## src/rtl/mouse_cursor.sv

```systemverilog
// Turns free-running PS/2 x/y/z/button counters into a clamped cursor, saturating wheel and button edges.
// Latency: input sampled at edge k shows on outputs after edge k+2 with update; no backpressure.
module mouse_cursor #(
   parameter int c_xy_bits  = 11,
   parameter int c_z_bits   = 11,
   parameter int c_x_res    = 640,
   parameter int c_y_res    = 480,
   parameter int c_y_invert = 1
) (
   input  logic                 clk,
   input  logic                 reset,
   input  logic [c_xy_bits-1:0] x_in,
   input  logic [c_xy_bits-1:0] y_in,
   input  logic [c_z_bits-1:0]  z_in,
   input  logic [2:0]           btn_in,
   input  logic                 set_pos,
   input  logic [c_xy_bits-1:0] set_x,
   input  logic [c_xy_bits-1:0] set_y,
   output logic [c_xy_bits-1:0] cursor_x,
   output logic [c_xy_bits-1:0] cursor_y,
   output logic [7:0]           wheel,
   output logic [2:0]           btn,
   output logic [2:0]           btn_press,
   output logic [2:0]           btn_release,
   output logic                 update
);
   localparam int SW = c_xy_bits + 2;
   localparam int WS = c_z_bits + 2;
   localparam logic [c_xy_bits-1:0] X_MAX = c_xy_bits'(c_x_res - 1);
   localparam logic [c_xy_bits-1:0] Y_MAX = c_xy_bits'(c_y_res - 1);
   localparam logic [c_xy_bits-1:0] X_MID = c_xy_bits'(c_x_res / 2);
   localparam logic [c_xy_bits-1:0] Y_MID = c_xy_bits'(c_y_res / 2);
   localparam logic signed [SW-1:0] X_MAX_S = SW'(c_x_res - 1);
   localparam logic signed [SW-1:0] Y_MAX_S = SW'(c_y_res - 1);
   localparam logic signed [WS-1:0] W_HI = WS'(127);
   localparam logic signed [WS-1:0] W_LO = WS'(-128);

   logic [c_xy_bits-1:0] x_s0_q, x_s0_d, y_s0_q, y_s0_d;
   logic [c_z_bits-1:0]  z_s0_q, z_s0_d;
   logic [2:0]           btn_s0_q, btn_s0_d;

   logic [c_xy_bits-1:0] x_prev_q, x_prev_d, y_prev_q, y_prev_d;
   logic [c_z_bits-1:0]  z_prev_q, z_prev_d;
   logic [c_xy_bits-1:0] dx_q, dx_d, dy_q, dy_d;
   logic [c_z_bits-1:0]  dz_q, dz_d;
   logic [2:0]           btn_s1_q, btn_s1_d;
   logic                 primed_q, primed_d;

   logic [c_xy_bits-1:0] cur_x_q, cur_x_d, cur_y_q, cur_y_d;
   logic [7:0]           wheel_q, wheel_d;
   logic [2:0]           btn_q, btn_d, press_q, press_d, release_q, release_d;
   logic                 update_q, update_d;

   logic signed [SW-1:0] sum_x, sum_y, dy_ext;
   logic signed [WS-1:0] sum_w;

   always_comb begin
      x_s0_d   = x_in;
      y_s0_d   = y_in;
      z_s0_d   = z_in;
      btn_s0_d = btn_in;

      // The first cycle after reset only captures the reference counts, so
      // whatever the counters did before reset never turns into motion.
      primed_d = 1'b1;
      x_prev_d = x_s0_q;
      y_prev_d = y_s0_q;
      z_prev_d = z_s0_q;
      btn_s1_d = btn_s0_q;
      dx_d     = '0;
      dy_d     = '0;
      dz_d     = '0;
      if (primed_q) begin
         dx_d = x_s0_q - x_prev_q;
         dy_d = y_s0_q - y_prev_q;
         dz_d = z_s0_q - z_prev_q;
      end

      dy_ext = $signed({{2{dy_q[c_xy_bits-1]}}, dy_q});
      sum_x  = $signed({2'b00, cur_x_q}) + $signed({{2{dx_q[c_xy_bits-1]}}, dx_q});
      if (c_y_invert != 0) sum_y = $signed({2'b00, cur_y_q}) - dy_ext;
      else                 sum_y = $signed({2'b00, cur_y_q}) + dy_ext;
      sum_w  = $signed({{(WS-8){wheel_q[7]}}, wheel_q}) + $signed({{2{dz_q[c_z_bits-1]}}, dz_q});

      if (sum_x[SW-1])         cur_x_d = '0;
      else if (sum_x > X_MAX_S) cur_x_d = X_MAX;
      else                     cur_x_d = sum_x[c_xy_bits-1:0];

      if (sum_y[SW-1])         cur_y_d = '0;
      else if (sum_y > Y_MAX_S) cur_y_d = Y_MAX;
      else                     cur_y_d = sum_y[c_xy_bits-1:0];

      if (set_pos) begin
         cur_x_d = (set_x > X_MAX) ? X_MAX : set_x;
         cur_y_d = (set_y > Y_MAX) ? Y_MAX : set_y;
      end

      if (sum_w > W_HI)      wheel_d = 8'h7f;
      else if (sum_w < W_LO) wheel_d = 8'h80;
      else                   wheel_d = sum_w[7:0];

      btn_d     = btn_s1_q;
      press_d   = btn_s1_q & ~btn_q;
      release_d = ~btn_s1_q & btn_q;
      update_d  = (cur_x_d != cur_x_q) || (cur_y_d != cur_y_q) ||
                  (wheel_d != wheel_q) || (btn_d != btn_q);
   end

   always_ff @(posedge clk) begin
      x_s0_q   <= x_s0_d;
      y_s0_q   <= y_s0_d;
      z_s0_q   <= z_s0_d;
      btn_s0_q <= btn_s0_d;
      x_prev_q <= x_prev_d;
      y_prev_q <= y_prev_d;
      z_prev_q <= z_prev_d;
   end

   always_ff @(posedge clk) begin
      if (reset) begin
         primed_q  <= 1'b0;
         dx_q      <= '0;
         dy_q      <= '0;
         dz_q      <= '0;
         btn_s1_q  <= '0;
         cur_x_q   <= X_MID;
         cur_y_q   <= Y_MID;
         wheel_q   <= '0;
         btn_q     <= '0;
         press_q   <= '0;
         release_q <= '0;
         update_q  <= 1'b0;
      end else begin
         primed_q  <= primed_d;
         dx_q      <= dx_d;
         dy_q      <= dy_d;
         dz_q      <= dz_d;
         btn_s1_q  <= btn_s1_d;
         cur_x_q   <= cur_x_d;
         cur_y_q   <= cur_y_d;
         wheel_q   <= wheel_d;
         btn_q     <= btn_d;
         press_q   <= press_d;
         release_q <= release_d;
         update_q  <= update_d;
      end
   end

   assign cursor_x    = cur_x_q;
   assign cursor_y    = cur_y_q;
   assign wheel       = wheel_q;
   assign btn         = btn_q;
   assign btn_press   = press_q;
   assign btn_release = release_q;
   assign update      = update_q;
endmodule

```

## config.mk

```make
export PLATFORM = sky130hd
export DESIGN_NAME = mouse_cursor
export DESIGN_NICKNAME = d
export VERILOG_FILES = /design/src/rtl/mouse_cursor.sv
export SDC_FILE = /design/constraint.sdc
export NUM_CORES = 1
export LEC_CHECK = 0
export BUFFER_PORTS_ARGS = -buffer_cell sky130_fd_sc_hd__buf_2
export CORE_MARGIN = 2
export CORE_UTILIZATION = 45
export CTS_CLUSTER_SIZE = 20
export DETAILED_ROUTE_END_ITERATION = 10
export MAX_ROUTING_LAYER = met4
export PLACE_DENSITY = 0.69
export SLEW_MARGIN = 20
export SYNTH_ARGS = -nofsm -noshare
export SYNTH_HDL_FRONTEND = slang
export SYNTH_SLANG_ARGS = --single-unit
```

## constraint.sdc

```tcl
create_clock -name clk -period 3.9 [get_ports clk]
set_input_delay 0.195 -clock clk [delete_from_list [all_inputs] [get_ports clk]]
set_output_delay 0.195 -clock clk [all_outputs]
set_load 0.02 [all_outputs]
```

Word level (Yosys, flattened, before mapping). Cells that the tools add are included.

Register bits after elaboration: 146. Word-level logic and storage cells: 55.

Equal/unequal tests: 4. Magnitude comparators: 6. Bitwise logic cells: 5. Mux-type cells: 11. Reduce and logical (&&, ||, !) cells: 4. Add/subtract/negate cells: 6.

Operators with widths (count): $mux W11 (8); $sub A11 B11 Y11 (3); $ne A11 B11 Y1 (2); $mux W8 (2); $add A12 B11 Y13 (1); $gt A13 B10 Y1 const B (1); $gt A13 B11 Y1 const B (1); $sub A12 B11 Y13 (1); $add A8 B11 Y12 (1); $gt A12 B8 Y1 const B (1); $lt A12 B8 Y1 const B (1); $gt A11 B10 Y1 const B (1); $gt A11 B9 Y1 const B (1); $ne A8 B8 Y1 (1); $and A3 B3 Y3 (2); $not A3 Y3 (2); $logic_or A1 B1 Y1 (3); $ne A3 B3 Y1 (1); $reduce_or A2 Y1 (1); $mux W1 (1); $not A1 Y1 (1).

Depth between registers and ports, before layout. Gate-level depths: netlist of the first run.

Word-level depth: 9. Depth in mapped cells: 14.

Worst setup path before layout of the first run. No wires, ideal clock.

Path type: flip-flop to flip-flop. Start point: register cur_x_q[0], in the netlist cursor_x[0]. End point: register update_q, in the netlist update. Path buffers: 0. Slack: 0.463 ns. Arrival time: 3.305 ns. Period minus slack after synthesis: 3.437 ns. Setup time: 0.133 ns. Stages on the path, launching flop included: 14. Path through: dfxtp_1 ha_1 inv_1 fa_1 nand2b_1 a211o_1 a32o_1 xor2_1 or2_2 or4b_2 nand3_1 nand4_1 nor4_1 a21oi_1.

Word-level cells in the longest chain between the ends: 9.

Ends and longest elaborated chain: start, declared (RTL line 49) `logic [c_xy_bits-1:0] cur_x_q, cur_x_d, cur_y_q, cur_y_d;`; start signal, assigned (RTL line 139) `cur_x_q <= cur_x_d;`; $add A12 B11 Y13 (RTL line 80) `sum_x = $signed({2'b00, cur_x_q}) + $signed({{2{dx_q[c_xy_bits-1]}}, dx_q});`; $gt A13 B11 Y1 (RTL line 86) `else if (sum_x > X_MAX_S) cur_x_d = X_MAX;`; $mux W11 (RTL line 86); $mux W11 (RTL line 85) `if (sum_x[SW-1]) cur_x_d = '0;`; $mux W11 (RTL line 93) `if (set_pos) begin`; $ne A11 B11 Y1 * (RTL line 105) `update_d = (cur_x_d != cur_x_q) || (cur_y_d != cur_y_q) ||`; $logic_or A1 B1 Y1 * (2 in a row) (RTL line 105); $logic_or A1 B1 Y1 * (RTL line 106) `(wheel_d != wheel_q) || (btn_d != btn_q);`; end signal, assigned (RTL line 145) `update_q <= update_d;`; end, declared (RTL line 52) `logic update_q, update_d;`.

Mark *: on every way between the ends. The rest lies on a longest branch, timed or not. A chain may end at the register's enable or synchronous reset.

Worst setup path after layout of the first run. Ends and elaborated chain as after synthesis.

==> results of run 1 <==
[tightest hold or removal path: stages]
cell	delay [ns]
buf_2	0.13
nand2_1	0.06
a21oi_1	0.06
[timing repair]
| action | CTS | global route |
|---|---|---|
| hold endpoints to repair | 36 | 0 |
| endpoints found under the setup margin | 0 | 1 |
| resized for setup | 0 | 4 |
| hold buffers | 36 | 0 |
| buffers inserted | 0 | 4 |
[state kept, by name, summed over array words and instances (netlist names), 8 cells and up]
| name | cells |
|---|---|
| dy_q | 11 |
| dx_q | 11 |
| y_prev_q | 11 |
| cursor_y | 11 |
| dz_q | 11 |
| x_prev_d | 11 |
| y_prev_d | 11 |
| x_prev_q | 11 |
| cursor_x | 11 |
| wheel | 8 |
| z_prev_d | 11 |
| z_prev_q | 11 |
[per-stage QoR]
step | power (uW) | TNS (ns) | util | instances
3_5_place_dp | 3570 | 0 | 0.505 | 1259
2_1_floorplan | 3070 | 0 | - | 941
3_3_place_gp | 3550 | 0 | 0.505 | 1259
6_report | 5480 | 0 | 0.568 | 1330
4_1_cts | 5490 | 0 | 0.565 | 1326
5_1_grt | 5830 | -0.00956 | 0.568 | 1330
[final timing paths]
kind	slack, ns	startpoint	endpoint
hold reg to reg	0.35	z_prev_d[0]$_DFF_P_	z_prev_q[0]$_DFF_P_
hold / removal	0.07	set_x[7]	cursor_x[7]$_SDFF_PP0_
setup / recovery	0.20	cursor_x[0]$_SDFF_PP0_	update$_SDFF_PP0_
setup reg to reg	0.20	cursor_x[0]$_SDFF_PP0_	update$_SDFF_PP0_
[layout make-up]
type                    count  area [sq um]
well taps                 225           282
inverters                 112           420
flip-flops and latches    146          2920
multi-input cells         667          4570
clock inverters            12           228
clock buffers              19           443
fillers                  1595          7470
repair buffers            149           958
[report_power, final]
group	internal [uW]	total (uW)	switching (uW)	leakage, uW
Combinational	750	1860	1110	0.00291
Sequential	1630	1760	130	0.00122
Clock	1220	1870	650	0.000324
Total	3590	5480	1890	0.00446
[layer usage]
layer	global-route usage	vias up	share of wire
met4	0.0664	0	0.020
met3	0.0537	39	0.052
li1	-	3625	-
met2	0.362	185	0.47
met1	0.271	3306	0.45
met5	-	-	0
[synthesized netlist by cell type (8+ instances only)]
cell type  count  area (sq um)
dfxtp_1      146          2920
clkbuf_1      11          41.3
nand3_1       14          70.1
o211ai_1      17           128
xor2_1        14           123
a211oi_1      13          97.6
nand4_1        9          56.3
and3_1        15          93.8
nor2b_1       24           150
inv_1        110           413
a21o_1        10          75.1
nor3_1        43           215
ha_1          71           888
nor3b_1       10          75.1
a211o_1        8          70.1
a21oi_1       50           250
nor4_1         8          50.1
o21ai_0       55           275
nor2_1        84           315
xnor2_1       16           140
a21boi_0      16           120
nand2_1       58           218
nand2b_1      12          75.1
o21a_1         8          60.1
[kinds of logic (layout without fill, tap and decap cells)]
family | count (synthesis) | after routing
other | 1 | 3
xor gates and xnor gates | 30 | 30
muxes | 3 | 3
and+or+nand+nor | 308 | 308
AOI/OAI and AO/OA | 246 | 246
adders and majority gates | 77 | 77
DFF | 146 | 146
buffers and inverters | 128 | 292
==> metrics.txt, run 1 <==
Crit path depth 13; most frequent cells in the layout 146 x dfxtp_1, 110 x inv_1, 100 x buf_2, 84 x nor2_1, 71 x ha_1; pre-CTS setup slack approximately 0.13 ns; Setup crit start kind flop; initial antenna violation count 0; Post-synth EDFFs 0; actual slew at the worst max-slew pin about 0.7 ns; htree depth 4; Seq cells post-synth approximately 150; Setup Viol. Count Final 0; Synth Area in Adders 0.127; Crit Path Class reg2reg; Max Freq ~0.27 GHz; async set-reset flop share out of synthesis 0; Yosys cell types 76; Post-Syn Instances around 940; YS warnings 0; via count about 7200; Hold WS 0.0716 ns; CTS tree built; largest family of logic cells by synthesized area compound AO/OA/AOI/OAI gates; cts bufs inserted 17; crit path cell chain ha_1, inv_1, fa_1, nand2b_1, a211o_1, a32o_1, xor2_2, or2_2, or4b_2, nand3_1, nand4_1, nor4_1, a21oi_1; Synth Flop Type dfxtp_1; Total GRT Usage 0.221; CTS root buffer clkbuf_16; Post-Syn Area a little under 8000 sq um; final estimated routing congestion in global placement roughly 0.96; worst endpoint data arrival time just under 4 ns; syn_area_per_cell between 8 and 9 sq um; Initial Util 0.460; Worst Reg-to-Reg Cells 13; post-DP HPWL around 15000 um; CTS Sinks 146; die height ~140 um; pwr dens 558 nW/um^2; fin worst setup slack approximately 0.20 ns; HP Class in2reg; synthesis-to-finish area growth 23.5%; CP top delay family simple AND/OR/NAND/NOR gates; first-pass GRT wire length ~32000 um; final worst path period need between 3 and 4 ns; Worst EP required ~4.2 ns; Simple-Gate Fraction of Synth Area 0.196; Lkg Pwr around 0.0045 uW; vias per cell 5.38; clk slew on worst S/H paths roughly 0.06 ns; largest net degree at the start of global routing 34; Hold Fails Final Rpt 0; Placement Cell Area a little under 9000 sq um; crit-path max cell delay approximately 0.65 ns; Max Cap Viol 0; Routed Antenna Nets 0; crit path buf inv count 1; post-synthesis xor/xnor area fraction 0.0330; overflow left after global routing 0; die area 18700 sq um; DR iter-0 viols 477; CP Max Fanout 5; n_diodes 0; I/O pin count between 100 and 150; Final Slew Violations 0; Clock Tree Buf Depth 2; Worst setup EP type flop; Die X between 100 and 150 um; Slew headroom 0.521; clock skew 0.00715 ns; commonest non-fill, non-tap cell in the layout dfxtp_1; proportion of layout cells with a drive suffix above 1 0.146; port buffer count 100; FP Rows 48; VDD IR max between 0.3 and 0.4 mV; Final #Nets approximately 1200; post-synthesis sequential area ratio 0.368; Crit-path slowest cell or4b_2; drt pass-1 iters 7; crit share post-route 0.950; Clock Latency Late Sink approximately 0.43 ns; core box area about 17000 sq um; post-synthesis mux area share 0.00378; fin area slightly below 10000 sq um; routed length per instance ~15 um; Synth Area in Compound Gates 0.211; vias in the first global route between 6000 and 7000; DR DRC count 0; Hold Path Cell Cnt 3; status completed; Routed WL roughly 19000 um
(Power assumes the default switching activity.)
==> run 2: changes to the inputs <==
--- a/config.mk
+++ b/config.mk
@@ -11,7 +11,7 @@
 export CTS_CLUSTER_SIZE = 20
 export DETAILED_ROUTE_END_ITERATION = 10
 export MAX_ROUTING_LAYER = met4
-export PLACE_DENSITY = 0.69
+export PLACE_DENSITY = 0.76
 export SLEW_MARGIN = 20
 export SYNTH_ARGS = -nofsm -noshare
 export SYNTH_HDL_FRONTEND = slang
==> metrics.txt, run 2 (synthesis results as in run 1) <==
status completed; Setup Viol. Count Final 0 (unchanged); Hold Fails Final Rpt 0 (unchanged); Internal 3550 uW (-1.3%); crit path cell chain ha_2, inv_1, fa_1, nand2b_1, a211o_1, a32o_1, xor2_2, a211o_1, buf_4, buf_4, nand3_1, mux2i_1, o31ai_1, nor4_2, a21oi_1; final estimated routing congestion in global placement 0.940 (-2.0%); worst endpoint data arrival time 3.94 ns (-0.04 ns); CP Max Fanout 6 (+1); Die X 137 um (unchanged); fin area 9830 sq um (+0.11%); FP Rows 48 (unchanged); die area 18700 sq um (unchanged); via count 7232 (+1.1%); crit share post-route 0.936 (-0.0134); fin worst setup slack 0.249 ns (+0.0522 ns); combinational power share 0.344 (+0.005); switching power 1870 uW (-0.66%); n_diodes 0 (unchanged); Routed WL 19400 um (unchanged); core box area 17300 sq um (unchanged); CTS tree built; pre-CTS setup slack 0.225 ns (+0.0959 ns); Fillers 1549 (-2.9%); die height 137 um (unchanged); CTS Sinks 146 (unchanged); routed wl met2 9040 um (-1.6%); Lkg Pwr 0.00445 uW (-0.13%); crit path buf inv count 3 (+2); Net Sw Frac 0.346 (+0.00156); Worst setup EP type flop; Placement Cell Area 8740 sq um (unchanged); Hold WS 0.0616 ns (-0.0100 ns); htree depth 4 (unchanged); first-pass GRT wire length 31800 um (+0.32%); Setup crit start kind flop; Total GRT Usage 0.222 (+0.000698); HP Class in2reg; met3 wire length 1030 um (+0.99%); DR iter-0 viols 804 (+69%); Final #Nets 1233 (+0.16%); Final Slew Violations 0 (unchanged); crit-path max cell delay 0.41 ns (-0.24 ns); CTS root buffer clkbuf_16; port buffer count 100 (unchanged); CP top delay family compound AO/OA/AOI/OAI gates; area taken by multi-input logic gates 4580 sq um (+0.33%); most frequent cells in the layout 146 x dfxtp_1, 110 x inv_1, 100 x buf_2, 84 x nor2_1, 70 x ha_1; cts bufs inserted 17 (unchanged); DR DRC count 0 (unchanged); Crit-path slowest cell dfxtp_1; final worst path period need 3.65 ns (-0.0522 ns); Max Cap Viol 0 (unchanged); met1 WL 8740 um (-0.70%); largest net degree at the start of global routing 34 (unchanged); Worst EP required 4.18 ns (about the same); commonest non-fill, non-tap cell in the layout dfxtp_1; vias in the first global route 6789 (+1.4%); Max Used Layer met4; vias per cell 5.43 (+0.85%); overflow left after global routing 0 (unchanged); Routed Antenna Nets 0 (unchanged); drt pass-1 iters 5 (-2); Clock Tree Buf Depth 2 (unchanged); setup_tns 0 ns (unchanged); pwr dens 551 nW/um^2 (-1.2%); clock skew 0.00830 ns (+0.00115 ns); Initial Util 0.460 (unchanged); actual slew at the worst max-slew pin 0.694 ns (-0.0227 ns); clk slew on worst S/H paths 0.06 ns (about the same); post-DP HPWL 14600 um (+0.27%); proportion of layout cells with a drive suffix above 1 0.151 (+0.00502); Max Freq 0.274 GHz (+1.4%); sequential cell area 2920 sq um (unchanged); synthesis-to-finish area growth 23.7%; I/O pin count 101 (unchanged); Clk pwr share 0.330 (-0.011); initial antenna violation count 0 (unchanged); Crit Path Class reg2reg; sequential share of power 0.326 (+0.005); Slew headroom 0.537 (+0.0160); Clock Latency Late Sink 0.43 ns (about the same); VDD IR max 0.358 mV (-1.5%); final core occ 0.569 (+0.000651); routed length per instance 14.6 um (-0.23%)
[run 2: tightest hold or removal path, delay by kind of cell]
kind / cells / cell delay (ns)
AO/OA/AOI/OAI: 1 / 0.06
buffers and inverters: 1 / 0.13
AND/OR/NAND/NOR: 1 / 0.06
[run 2: metrics by stage]
step	power, uW	cells
6_report	5420	1333
5_1_grt	5750	1333
4_1_cts	5400	1327
3_5_place_dp	3570	1259
3_3_place_gp	3550	1259
2_1_floorplan	3070	941
[run 2: final cells by class]
type	instances	share of cell area
clock buffers	20	0.0454
repair buffers	151	0.0990
well taps	225	0.0286
inverters	112	0.0428
flip-flops and latches	146	0.297
clock inverters	12	0.0209
multi-input cells	667	0.466
[run 2: power by group through the flow]
stage          logic, uW  clock network (uW)  registers [uW]
2_1_floorplan       1240                   0            1830
3_3_place_gp        1750                   0            1790
3_5_place_dp        1770                   0            1800
4_1_cts             1810                1820            1770
5_1_grt             2080                1890            1780
6_report            1860                1790            1770
[run 2: metal layers]
layer | vias to the layer above | global-route usage
met5 | - | -
met4 | 0 | 0.101
met3 | 45 | 0.0426
met2 | 211 | 0.356
met1 | 3328 | 0.270
li1 | 3648 | -
[run 2: path summary, 6_finish.rpt]
| check | from | end | slack, ns | depth (start not counted) |
|---|---|---|---|---|
| worst max-delay path | cursor_x[0]$_SDFF_PP0_ | update$_SDFF_PP0_ | 0.25 | 15 |
| worst min-delay path | set_x[7] | cursor_x[7]$_SDFF_PP0_ | 0.06 | 3 |
| worst max register to register | cursor_x[0]$_SDFF_PP0_ | update$_SDFF_PP0_ | 0.25 | 15 |
| worst min register to register | y_prev_d[4]$_DFF_P_ | y_prev_q[4]$_DFF_P_ | 0.35 | 0 |
[run 2: timing repair]
action,CTS,global route
endpoints found under the setup margin,0,1
hold endpoints to repair,36,0
setup buffers,0,6
hold buffers,36,0
gates resized for setup,0,8
==> run 3: changes to the inputs <==
--- a/config.mk
+++ b/config.mk
@@ -16,3 +16,4 @@
 export SYNTH_ARGS = -nofsm -noshare
 export SYNTH_HDL_FRONTEND = slang
 export SYNTH_SLANG_ARGS = --single-unit
+export TNS_END_PERCENT = 30
==> constraint.sdc (replaced) <==
create_clock -name clk -period 4 [get_ports clk]
set_input_delay 0.2 -clock clk [delete_from_list [all_inputs] [get_ports clk]]
set_output_delay 0.2 -clock clk [all_outputs]
set_load 0.02 [all_outputs]
==> metrics.txt, run 3 (synthesis results as in run 1) <==
Slew headroom 0.544 (+0.00702); Hold Fails Final Rpt 0 (unchanged); crit-path max cell delay 0.41 ns (about the same); status completed; CTS tree built; Crit-path slowest cell dfxtp_1; Crit Path Class reg2reg; crit path buf inv count 1 (-2); overflow left after global routing 0 (unchanged); Setup crit start kind flop; proportion of layout cells with a drive suffix above 1 0.138 (-0.0125); VDD IR max 0.367 mV (+2.4%); Clock Latency Late Sink 0.43 ns (about the same); final worst path period need 3.65 ns (+0.00358 ns); Routed WL 19300 um (-0.79%); worst endpoint data arrival time 3.94 ns (about the same); routed length per instance 14.5 um (-0.19%); crit share post-route 0.914 (-0.0225); htree depth 4 (unchanged); drt pass-1 iters 5 (unchanged); Final Power 5010 uW (-7.6%); Max Cap Viol 0 (unchanged); Max Freq 0.274 GHz (about the same); unrepaired setup endpoints after global routing false; Hold WS 0.0625 ns (+0.000918 ns); core box area 17300 sq um (unchanged); Worst EP required 4.29 ns (+0.11 ns); DR iter-0 viols 585 (-27%); CTS resizes 0 (unchanged); Total GRT Usage 0.218 (-0.00387); post-DP HPWL 14400 um (-1.1%); Initial Util 0.460 (unchanged); Worst setup EP type flop; CTS Sinks 146 (unchanged); n_diodes 0 (unchanged); initial antenna violation count 0 (unchanged); port buffer count 100 (unchanged); Final #Nets 1225 (-0.65%); commonest non-fill, non-tap cell in the layout dfxtp_1; synthesis-to-finish area growth 21.3%; Hold Path Cell Cnt 3 (unchanged); Clock Tree Buf Depth 2 (unchanged); Setup Viol. Count Final 0 (unchanged); FP Rows 48 (unchanged); vias in the first global route 6730 (-0.87%); CP top delay family compound AO/OA/AOI/OAI gates; largest net degree at the start of global routing 34 (unchanged); crit path cell chain ha_1, inv_1, fa_1, nand2b_1, a211o_1, a21oi_1, o221ai_1, o21ai_1, a311oi_1, a2111o_1, a211o_1, nor4_2, a21oi_1; Final Slew Violations 0 (unchanged); I/O pin count 101 (unchanged); HP Class in2reg; CP Max Fanout 6 (unchanged); final estimated routing congestion in global placement 0.919 (-2.3%); die height 137 um (unchanged); pwr dens 519 nW/um^2 (-5.8%); Crit path depth 13 (-2); first-pass GRT wire length 31300 um (-1.6%); Die X 137 um (unchanged); most frequent cells in the layout 146 x dfxtp_1, 110 x inv_1, 100 x buf_2, 84 x nor2_1, 71 x ha_1; setup_tns 0 ns (unchanged); Lkg Pwr 0.00436 uW (-2.1%); DR DRC count 0 (unchanged); clock skew 0.00859 ns (+0.000290 ns); vias per cell 5.39 (-0.61%); final core occ 0.558 (-0.0109); actual slew at the worst max-slew pin 0.676 ns (-0.0177 ns); via count 7145 (-1.2%); die area 18700 sq um (unchanged); Routed Antenna Nets 0 (unchanged); cts bufs inserted 17 (unchanged); clk slew on worst S/H paths 0.07 ns (about the same); CTS root buffer clkbuf_16; Worst Reg-to-Reg Cells 13 (-2)
run 3: worst reg2reg max path, delay by kind of cell (launching register included):
family / cells / cell delay (ns)
AO/OA/AOI/OAI: 8 / 2.10
adder cells (fa/ha/maj): 2 / 0.61
buffers and inverters: 1 / 0.06
flip-flops: 1 / 0.41
AND/OR/NAND/NOR: 2 / 0.34
run 3: per-stage QoR:
step / std cells / worst slack, ns / instance area [sq um]
3_5_place_dp: 1255 / 0.330 / 8710
2_1_floorplan: 941 / 0.563 / 7960
3_3_place_gp: 1255 / 0.443 / 8710
4_1_cts: 1323 / 0.291 / 9630
5_1_grt: 1325 / 0.00852 / 9640
6_report: 1325 / 0.345 / 9640
run 3: area by class of cell:
class,instances,area (sq um)
multi-input combinational,667,4550
sequential,146,2920
clock inverter,14,130
inverter,112,420
clock buffer,18,429
timing repair buffer,143,913
tap,225,282
fill,1592,7650
run 3: path summary, 6_finish.rpt:
| kind | from | endpoint | slack [ns] |
|---|---|---|---|
| worst max-delay path | cursor_x[0]$_SDFF_PP0_ | update$_SDFF_PP0_ | 0.35 |
| worst min-delay path | set_x[7] | cursor_x[7]$_SDFF_PP0_ | 0.06 |
| worst max register to register | cursor_x[0]$_SDFF_PP0_ | update$_SDFF_PP0_ | 0.35 |
| worst min register to register | z_prev_d[0]$_DFF_P_ | z_prev_q[0]$_DFF_P_ | 0.35 |
run 3: repair_timing:
item | in CTS | in global routing
setup buffers | 0 | 2
hold buffers | 36 | 0
endpoints found under the setup margin | 0 | 1
endpoints found under the hold margin | 36 | 0
run 3: power by group:
group	switching [uW]	internal, uW	total (uW)
sequential	137	1590	1720
clock	659	859	1520
combinational	1050	713	1770
total	1850	3160	5010
run 3: layer usage:
metal | vias to the layer above | routed length [um] | GRT usage
li1 | 3621 | - | -
met1 | 3264 | 8750 | 0.270
met2 | 216 | 8930 | 0.345
met3 | 44 | 1040 | 0.0396
met4 | 0 | 521 | 0.103
met5 | - | 0 | -
